===== src/rtl/factorial_engine.sv =====
// Iterative unsigned factorial unit: one multiply per clock, start/busy/done
// handshake, sticky overflow flag and a result register held between done pulses.
module factorial_engine #(
  parameter int N_W   = 4,
  parameter int RES_W = 32
) (
  input  logic             clk,
  input  logic             reset,
  input  logic             start,
  input  logic [N_W-1:0]   n,
  output logic             busy,
  output logic             done,
  output logic [RES_W-1:0] result,
  output logic             ovf
);

  typedef enum logic [0:0] {
    IDLE = 1'b0,
    CALC = 1'b1
  } state_e;

  state_e               state_q, state_d;
  logic [N_W-1:0]       cnt_q, cnt_d;
  logic [RES_W-1:0]     acc_q, acc_d;
  logic                 ovf_int_q, ovf_int_d;
  logic [RES_W-1:0]     result_q, result_d;
  logic                 ovf_q, ovf_d;
  logic                 done_q, done_d;
  logic [RES_W+N_W-1:0] prod_s;

  // State and datapath registers
  always_ff @(posedge clk or negedge reset) begin
    if (!reset) begin
      state_q   <= IDLE;
      cnt_q     <= {N_W{1'b0}};
      acc_q     <= RES_W'(1);
      ovf_int_q <= 1'b0;
      result_q  <= {RES_W{1'b0}};
      ovf_q     <= 1'b0;
      done_q    <= 1'b0;
    end else begin
      state_q   <= state_d;
      cnt_q     <= cnt_d;
      acc_q     <= acc_d;
      ovf_int_q <= ovf_int_d;
      result_q  <= result_d;
      ovf_q     <= ovf_d;
      done_q    <= done_d;
    end
  end

  // Next-state and datapath update; the product is kept wide so the top
  // N_W bits reveal whether the truncated accumulator lost information
  always_comb begin
    prod_s    = (RES_W+N_W)'(acc_q) * (RES_W+N_W)'(cnt_q);
    state_d   = state_q;
    cnt_d     = cnt_q;
    acc_d     = acc_q;
    ovf_int_d = ovf_int_q;
    result_d  = result_q;
    ovf_d     = ovf_q;
    done_d    = 1'b0;
    case (state_q)
      IDLE: begin
        if (start) begin
          cnt_d     = n;
          acc_d     = RES_W'(1);
          ovf_int_d = 1'b0;
          state_d   = CALC;
        end else begin
          state_d   = IDLE;
        end
      end
      CALC: begin
        if (cnt_q > N_W'(1)) begin
          acc_d     = prod_s[RES_W-1:0];
          ovf_int_d = ovf_int_q | (|prod_s[RES_W+N_W-1:RES_W]);
          cnt_d     = cnt_q - N_W'(1);
        end else begin
          result_d  = acc_q;
          ovf_d     = ovf_int_q;
          done_d    = 1'b1;
          state_d   = IDLE;
        end
      end
      default: begin
        state_d = IDLE;
      end
    endcase
  end

  // Output decode
  always_comb begin
    busy   = (state_q == CALC);
    done   = done_q;
    result = result_q;
    ovf    = ovf_q;
  end

endmodule


===== config.mk =====
export PLATFORM = sky130hd
export DESIGN_NAME = factorial_engine
export DESIGN_NICKNAME = d
export VERILOG_FILES = /design/src/rtl/factorial_engine.sv
export SDC_FILE = /design/constraint.sdc
export NUM_CORES = 1
export LEC_CHECK = 0
export BUFFER_PORTS_ARGS = -buffer_cell sky130_fd_sc_hd__buf_2
export CORE_ASPECT_RATIO = 1.25
export CORE_UTILIZATION = 53
export DETAILED_ROUTE_END_ITERATION = 6
export HOLD_SLACK_MARGIN = 0.03
export MAX_ROUTING_LAYER = met4
export PLACE_DENSITY = 0.74
export RECOVER_POWER = 25
export SYNTH_ARGS = -nofsm -noshare
export SYNTH_HDL_FRONTEND = slang
export SYNTH_SLANG_ARGS = --single-unit
export TNS_END_PERCENT = 30

===== constraint.sdc =====
create_clock -name clk -period 4.6 [get_ports clk]
set_input_delay 0.69 -clock clk [delete_from_list [all_inputs] [get_ports clk]]
set_output_delay 0.69 -clock clk [all_outputs]
set_load 0.01 [all_outputs]

==> out/qor.csv, run 1 <==
metric,value,unit
synth_cells,746,
fill_cells,1036,
fin_area,7610,µm²
report.final.slew_viol_count,73,
grt_pass1_vias,5522,
hold_slack,0.500,ns
layout_min_cycle_time,4.49,ns
crit_arrival,4.70,ns
cts_buffer_depth,2,
holdPathStages,1,
synth_edf_count,0,
syn_nets,855,
synth_top_family_by_area,adder cells,
die-area,13300,µm²
final-setup-viol-count,0,
num_antenna_cells,0,
port_buffers,41,
clk_latency,0.34,ns
drtPass1Iterations,5,
fmax,223,MHz
nNetsFinal,895,
dieHeight,129,µm
relSlewSlack,-0.251,
crit_required,4.81,ns
ys_ff_latch,72,
maxCapViolCount,1,
fin_crit_sh,0.977,
fin_util,0.617,
worstPathMaxFanout,14,
track_usage,0.271,
clock_skew,0.00954,ns
synth_async_sr_flop_share,1.00,
violations,"capacitance limit, slew limit",
dp_hpwl,11600,µm
ctsRootBufferMaster,clkbuf_16,
wire_per_inst,16.5,µm
status,finished with violations,
io_pins,42,
wl,15700,µm
cts_buffers,9,
num_rows,45,
grt_max_degree,73,
cts.sinks,72,
synthAdderAreaFrac,0.254,
start_util,0.551,
overflow,0,
synthSimpleGateAreaFrac,0.169,
ys_seq_area_frac,0.265,
viasPerCell,5.51,
core_area,12300,µm²
synth_xor_area_frac,0.0361,
drc_errors,0,
syn2layout_area_growth,12.1,%
grt_pass1_wl,26900,µm
synth-compound-area-share,0.133,
muxShareOfSynthArea,0.0595,
ff_latch_area,1800,µm²
r2r_cells,17,
die_width,103,µm
routabilityCongestion,0.904,
drtIter0Drc,233,
post_dp_cell_area,7230,µm²
synth_warnings,0,
rsz0062_at_grt,true,
hold_class,reg -> reg,
cts_hold_buffers,0,
cts-htree-levels,3,
drt.antenna.violating_nets,0,
cp-end-kind,register,
netlist_area,6790,µm²
worst-setup-path-type,reg -> reg,
antenna_found_initial,0,
cts_tree,yes,
synth.avg_cell_area,9.11,µm²
tightest_slew,1.88,ns
layout_commonest_cell,inv_1,
finalHoldViolations,0,
multi_input_area,4470,µm²
crit_path_start_kind,register,
drive_gt1_frac,0.155,
synth_cell_types,51,
cts.clk_slew.worst_paths,0.06,ns
final_cell_mix,"inv_1 (122), and2_1 (91), nand2_1 (76)",
synth_top_flop_cell,dfrtp_1,
vias,5263,
## path summary, 6_finish.rpt
| path | slack [ns] | endpoint | start |
|---|---|---|---|
| max in group asynchronous | 2.49 | cnt_q[3] | reset |
| min | 0.50 | result[25] | result[25] |
| max | 0.11 | ovf_int_q | cnt_q[3] |
| min in group asynchronous | 0.88 | cnt_q[1] | reset |
| max reg2reg | 0.11 | ovf_int_q | cnt_q[3] |
| min reg2reg | 0.50 | result[25] | result[25] |
## metrics by stage
stage          setup TNS (ns)  setup WS [ns]  instances
6_report                    0          0.107        955
5_1_grt               -0.0372        -0.0372        955
4_1_cts                     0         0.0778        955
3_5_place_dp                0          0.125        939
3_3_place_gp                0          0.228        939
2_1_floorplan               0          0.106        746
## synth_stat cells, types with 2 or more instances
cell type,count,area (µm²)
inv_1,122,458
and2_1,91,569
nand2_1,76,285
dfrtp_1,71,1780
fa_1,60,1200
o21ai_0,47,235
ha_1,42,526
a21oi_1,37,185
mux2_2,35,394
clkbuf_1,26,97.6
xor2_1,15,131
xnor2_1,13,114
a21o_1,12,90.1
nor2_1,8,30.0
nand2b_1,7,43.8
nand3_1,7,35.0
nor3_1,6,30.0
o21bai_1,6,45.0
or3_1,5,31.3
a22o_1,4,35.0
nand4_1,4,25.0
o21a_1,4,30.0
o31ai_1,4,30.0
a211oi_1,3,22.5
and3_1,3,18.8
nor3b_1,3,22.5
o22ai_1,3,18.8
a31oi_1,2,12.5
a32o_1,2,20.0
a32oi_1,2,17.5
and4_1,2,17.5
nor2b_1,2,12.5
o211ai_1,2,15.0
o22a_1,2,17.5
o41a_1,2,22.5
## critical path: stages, from the launching register on
cell and delay [ns]:
dfrtp_2 0.46, buf_4 0.21, and2_1 0.18, fa_1 0.56, inv_1 0.07, fa_1 0.54
inv_1 0.05, ha_1 0.39, nand4_1 0.21, nor4_2 0.31, o311ai_0 0.17, nand3_1 0.18
o31ai_1 0.08, buf_4 0.16, o21bai_2 0.18, mux2_2 0.35, nor3_1 0.16, a32oi_1 0.11
## registers in the layout, indices dropped and copies added, names as in the netlist
name / flops
acc_q: 32
busy: 1
cnt_q: 4
done: 1
ovf: 1
ovf_int_q: 1
result: 32
## cell type report
cell class | count | area share
Sequential cell | 72 | 0.237
Multi-Input combinational cell | 525 | 0.587
Clock inverter | 5 | 0.0135
Tap cell | 164 | 0.0270
Inverter | 122 | 0.0602
Timing Repair Buffer | 56 | 0.0422
Clock buffer | 11 | 0.0332
## cell families after synthesis
group	Yosys count
xor gates and xnor gates	28
buffers and inverters	149
and+or+nand+nor	217
muxes	36
DFF	72
AOI/OAI and AO/OA	142
adders and majority gates	102
## layer usage
metal	routed length (µm)	global-route usage
met3	515	0.0342
met5	0	-
met1	6710	0.327
met2	8250	0.471
met4	258	0.0762
## repair_timing
item	4_1_cts	5_1_grt
setup endpoints to repair	0	3
setup buffers	0	0
resized for setup	0	8
Power of run 1 is not shown: default switching activity piles up to over one toggle a cycle in this logic, so the estimate is an artifact.
==> run 2: changes to the inputs <==
--- a/config.mk
+++ b/config.mk
@@ -9,6 +9,7 @@
 export CORE_ASPECT_RATIO = 1.25
 export CORE_UTILIZATION = 53
 export DETAILED_ROUTE_END_ITERATION = 6
+export GPL_TIMING_DRIVEN = 0
 export HOLD_SLACK_MARGIN = 0.03
 export MAX_ROUTING_LAYER = met4
 export PLACE_DENSITY = 0.74
==> constraint.sdc (replaced) <==
create_clock -name clk -period 3.8 [get_ports clk]
set_input_delay 0.57 -clock clk [delete_from_list [all_inputs] [get_ports clk]]
set_output_delay 0.57 -clock clk [all_outputs]
set_load 0.01 [all_outputs]
==> run 2 against run 1 <==
  * The flow finishes with violations (capacitance limit, slew limit, setup timing)
  * Utilization rose by 3.8 points
  * Clock skew decreased by 0.0042 ns
  * Register-to-register slack worse by 0.70 ns
  * Critical path type unchanged
==> out/qor.csv, run 2 (synthesis results as in run 1) <==
metric,value,unit
maxCapViolCount,1,
num_antenna_cells,0,
vias,5540,
crit_arrival,4.60,ns
overflow,0,
cts-htree-levels,3,
clock_skew,0.00538,ns
fin_ws,-0.595,ns
wire_per_inst,17.0,µm
report.final.slew_viol_count,73,
port_buffers,41,
cts_hold_buffers,0,
final-instance-count-excl-fill,994,
layout_commonest_cell,inv_1,
grt_pass1_wl,27000,µm
drtPass1Iterations,7,
num_rows,45,
clk_latency,0.34,ns
fmax,228,MHz
viasPerCell,5.57,
worstPathMaxFanout,8,
die-area,13300,µm²
final-setup-viol-count,18,
start_util,0.551,
fin_crit_sh,1.16,
cp-end-kind,register,
finalHoldViolations,0,
wl,16900,µm
io_pins,42,
syn2layout_area_growth,18.9,%
core_area,12300,µm²
place_ws,-1.08,ns
relSlewSlack,-0.221,
drive_gt1_frac,0.223,
rrSetupSlack,-0.59,ns
grt_pass1_vias,5665,
routabilityCongestion,0.920,
ctsRootBufferMaster,clkbuf_16,
track_usage,0.276,
cts_buffer_depth,2,
cts_buffers,9,
hold_class,reg -> reg,
crit_required,4.00,ns
antenna_found_initial,0,
dpl.cell_count,951,
drtIter0Drc,281,
cts.clk_slew.worst_paths,0.06,ns
layout_min_cycle_time,4.39,ns
fin_util,0.655,
crit_path_start_kind,register,
final_cell_mix,"inv_1 (118), and2_1 (86), nand2_1 (75)",
drt.antenna.violating_nets,0,
rsz0062_at_grt,true,
die_width,103,µm
dieHeight,129,µm
worst-setup-path-type,reg -> reg,
dp_hpwl,12000,µm
drc_errors,0,
cts.sinks,72,
violations,"capacitance limit, slew limit, setup timing",
nNetsFinal,934,
cts_tree,yes,
tightest_slew,1.83,ns
grt_max_degree,73,
status,finished with violations,
-- run 2: cell types whose count changed in the layout (fill, tap and decap cells not counted), sizes merged --
cell    change
clkbuf     +25
clkinv      +2
bufinv      -3
buf        +15
-- run 2: critical path, stage by stage, from the launching register on --
cell and delay (ns):
dfrtp_2 0.45, clkbuf_16 0.18, and2_4 0.14, fa_1 0.54, inv_1 0.05, fa_1 0.47
inv_1 0.04, ha_1 0.27, buf_6 0.13, buf_4 0.14, buf_6 0.12, nand4_1 0.06
nor2b_1 0.06, o311ai_1 0.33, nand3_2 0.19, o31ai_4 0.33, buf_4 0.19, o21ai_1 0.09
a21oi_2 0.18, xor2_1 0.22, o21ai_1 0.08
-- run 2: path summary, 6_finish.rpt --
kind | start | to | depth (start not counted)
max | cnt_q[3] | acc_q[28] | 20
min | result[18] | result[18] | 1
max reg2reg | cnt_q[3] | acc_q[28] | 20
min reg2reg | result[18] | result[18] | 1
max in group asynchronous | reset | cnt_q[3] | 1
min in group asynchronous | reset | result[6] | 1
-- run 2: area by class of cell --
cell class / instances / area [µm²]
flip-flops and latches: 72 / 1810
clock buffers: 12 / 236
plain buffers: 27 / 213
repair buffers: 68 / 419
clock inverters: 4 / 22.5
inverters: 122 / 458
multi-input cells: 525 / 4720
fillers: 953 / 4250
well taps: 164 / 205
-- run 2: timing repair --
| action | 4_1_cts | 5_1_grt |
|---|---|---|
| pin swaps | 18 | 18 |
| buffers inserted | 18 | 10 |
| setup endpoints to repair | 22 | 22 |
| hold endpoints to repair | 0 | 0 |
| gates resized for setup | 47 | 33 |
-- run 2: through the flow --
stage	setup TNS (ns)	hold WS, ns	area [µm²]
floorplan	-1.20	0.274	6960
detailed placement	-11.97	0.490	7370
CTS	-5.88	0.409	7900
finish	-5.03	0.497	8080
global placement	-10.92	0.484	7370
global route	-7.90	0.512	8080
-- run 2: routing by layer --
layer	wire (µm)	GRT usage	vias to the layer above
met5	0	-	-
li1	-	-	2581
met1	6870	0.327	2755
met3	697	0.0407	48
met4	600	0.117	0
met2	8700	0.465	156
Power of run 2 is left out for the same reason.
==> run 3: changes to the inputs <==
--- a/config.mk
+++ b/config.mk
@@ -7,6 +7,7 @@
 export LEC_CHECK = 0
 export BUFFER_PORTS_ARGS = -buffer_cell sky130_fd_sc_hd__buf_2
 export CORE_ASPECT_RATIO = 1.25
+export CORE_MARGIN = 2
 export CORE_UTILIZATION = 53
 export DETAILED_ROUTE_END_ITERATION = 6
 export GPL_TIMING_DRIVEN = 0
==> run 3 against run 2 <==
  * The run ends with setup timing left
  * Global-route usage rose by 0.96 points
  * Worst hold slack got worse by 0.15 ns
  * Die area increased by 3.5%
  * Fmax fell by 2.2%
  * Count of clock-buffer cells in the layout decreased by 2
  * Via count grew 3.6%
  * Non-clock buffer count rose by 11
  * Critical path depth is 5 lower
  * Cell count up 1.5%
  * Worst setup slack worse by 0.099 ns
  * Sequential share of layout area fell by 0.84 points
  * Largest cell class unchanged
==> out/qor.csv, run 3 (synthesis results as in run 1) <==
metric,value,unit
finalHoldViolations,0,
drtPass1Iterations,5,
fmax,223,MHz
viasPerCell,5.69,
worstPathMaxFanout,8,
antenna_found_initial,0,
wire_per_inst,18.2,µm
cts_buffer_depth,2,
grt_pass1_vias,6064,
relSlewSlack,0.0383,
die-area,13700,µm²
grt_max_degree,56,
tightest_slew,1.44,ns
num_antenna_cells,0,
maxCapViolCount,0,
rrSetupSlack,-0.69,ns
gr-max-usage-layer,met2,
rsz0062_at_grt,true,
dieHeight,131,µm
io_pins,42,
start_util,0.539,
drc_errors,0,
clock_skew,0.00834,ns
r2r-start,cnt_q[3],
endpoint,ovf_int_q,
core_area,12600,µm²
overflow,0,
routabilityCongestion,0.962,
hold_class,in -> async,
grt_pass1_wl,29700,µm
met3_usage,0.0357,
die_width,105,µm
violations,setup timing,
cts_buffers,9,
port_buffers,41,
crit_arrival,4.74,ns
drtIter0Drc,334,
r2r_cells,15,
cp-end-kind,register,
crit_path_start_kind,register,
met2_usage,0.497,
status,finished with violations,
drt.antenna.violating_nets,0,
fin_tns_setup,-5.45,ns
wl,18400,µm
layout_min_cycle_time,4.49,ns
syn2layout_area_growth,23.6,%
crit_required,4.05,ns
crit-reg2reg-capture,ovf_int_q,
dp_hpwl,12600,µm
num_rows,46,
track_usage,0.285,
clk_latency,0.34,ns
fill_cells,944,
cts-htree-levels,3,
cp-startpoint,cnt_q[3],
final_cell_mix,"inv_1 (112), and2_1 (81), nand2_1 (73)",
ctsRootBufferMaster,clkbuf_16,
cts_hold_buffers,0,
fin_ws,-0.694,ns
final-setup-viol-count,18,
worst-setup-path-type,reg -> reg,
report.final.slew_viol_count,0,
fin_crit_sh,1.18,
cts.clk_slew.worst_paths,0.06,ns
layout_commonest_cell,inv_1,
drive_gt1_frac,0.264,
cts_tree,yes,
vias,5739,
met1_usage,0.321,
cts.sinks,72,
nNetsFinal,945,
[run 3: repair_timing]
item	CTS	global route
setup endpoints to repair	22	21
hold endpoints to repair	0	0
setup buffers	31	8
resized for setup	65	48
pin swaps	21	27
[run 3: final cells by class]
class                   count  area, µm²  share of cell area
flip-flops and latches     72       1810               0.215
multi-input cells         525       4840               0.577
repair buffers             80        533              0.0635
clock inverters             6       60.1             0.00716
inverters                 122        458              0.0546
plain buffers              26        258              0.0307
clock buffers              10        229              0.0273
well taps                 168        210              0.0250
[run 3: how the worst min path moves through the flow]
stage | depth (start not counted) | endpoint | slack [ns] | start
after detailed placement | 1 | result[4] | 0.46 | reset
after global placement | 1 | result[27] | 0.48 | result[27]
final | 1 | result[4] | 0.35 | reset
after floorplan | 0 | acc_q[10] | 0.27 | reset
after global routing | 1 | result[1] | 0.45 | reset
after CTS | 1 | result[4] | 0.11 | reset
[run 3: worst max-delay path: stages (launching register included)]
cell       delay, ns
dfrtp_2         0.46
clkbuf_16       0.19
and2_1          0.16
fa_1            0.54
inv_1           0.06
fa_1            0.53
inv_1           0.06
ha_4            0.30
and2_4          0.15
o211ai_1        0.13
o41ai_4         0.39
a311oi_2        0.19
or3_4           0.43
o41a_1          0.44
xor2_1          0.15
a32oi_1         0.22
[run 3: layer usage]
metal	wire length, µm	vias up
li1	-	2609
met1	6940	2870
met2	9700	188
met3	851	72
met4	866	0
met5	0	-
[run 3: metrics by stage]
stage                util  cell area, µm²  hold WS, ns  std cells  worst slack (ns)
CTS                 0.653            8230        0.108       1003            -0.683
detailed placement  0.587            7400        0.465        956             -1.15
finish              0.666            8390        0.349       1009            -0.694
global placement    0.585            7370        0.485        955             -1.02
floorplan               -            6960        0.274        746            -0.346
global route        0.666            8390        0.453       1009            -0.814
Power of run 3 is left out for the same reason.
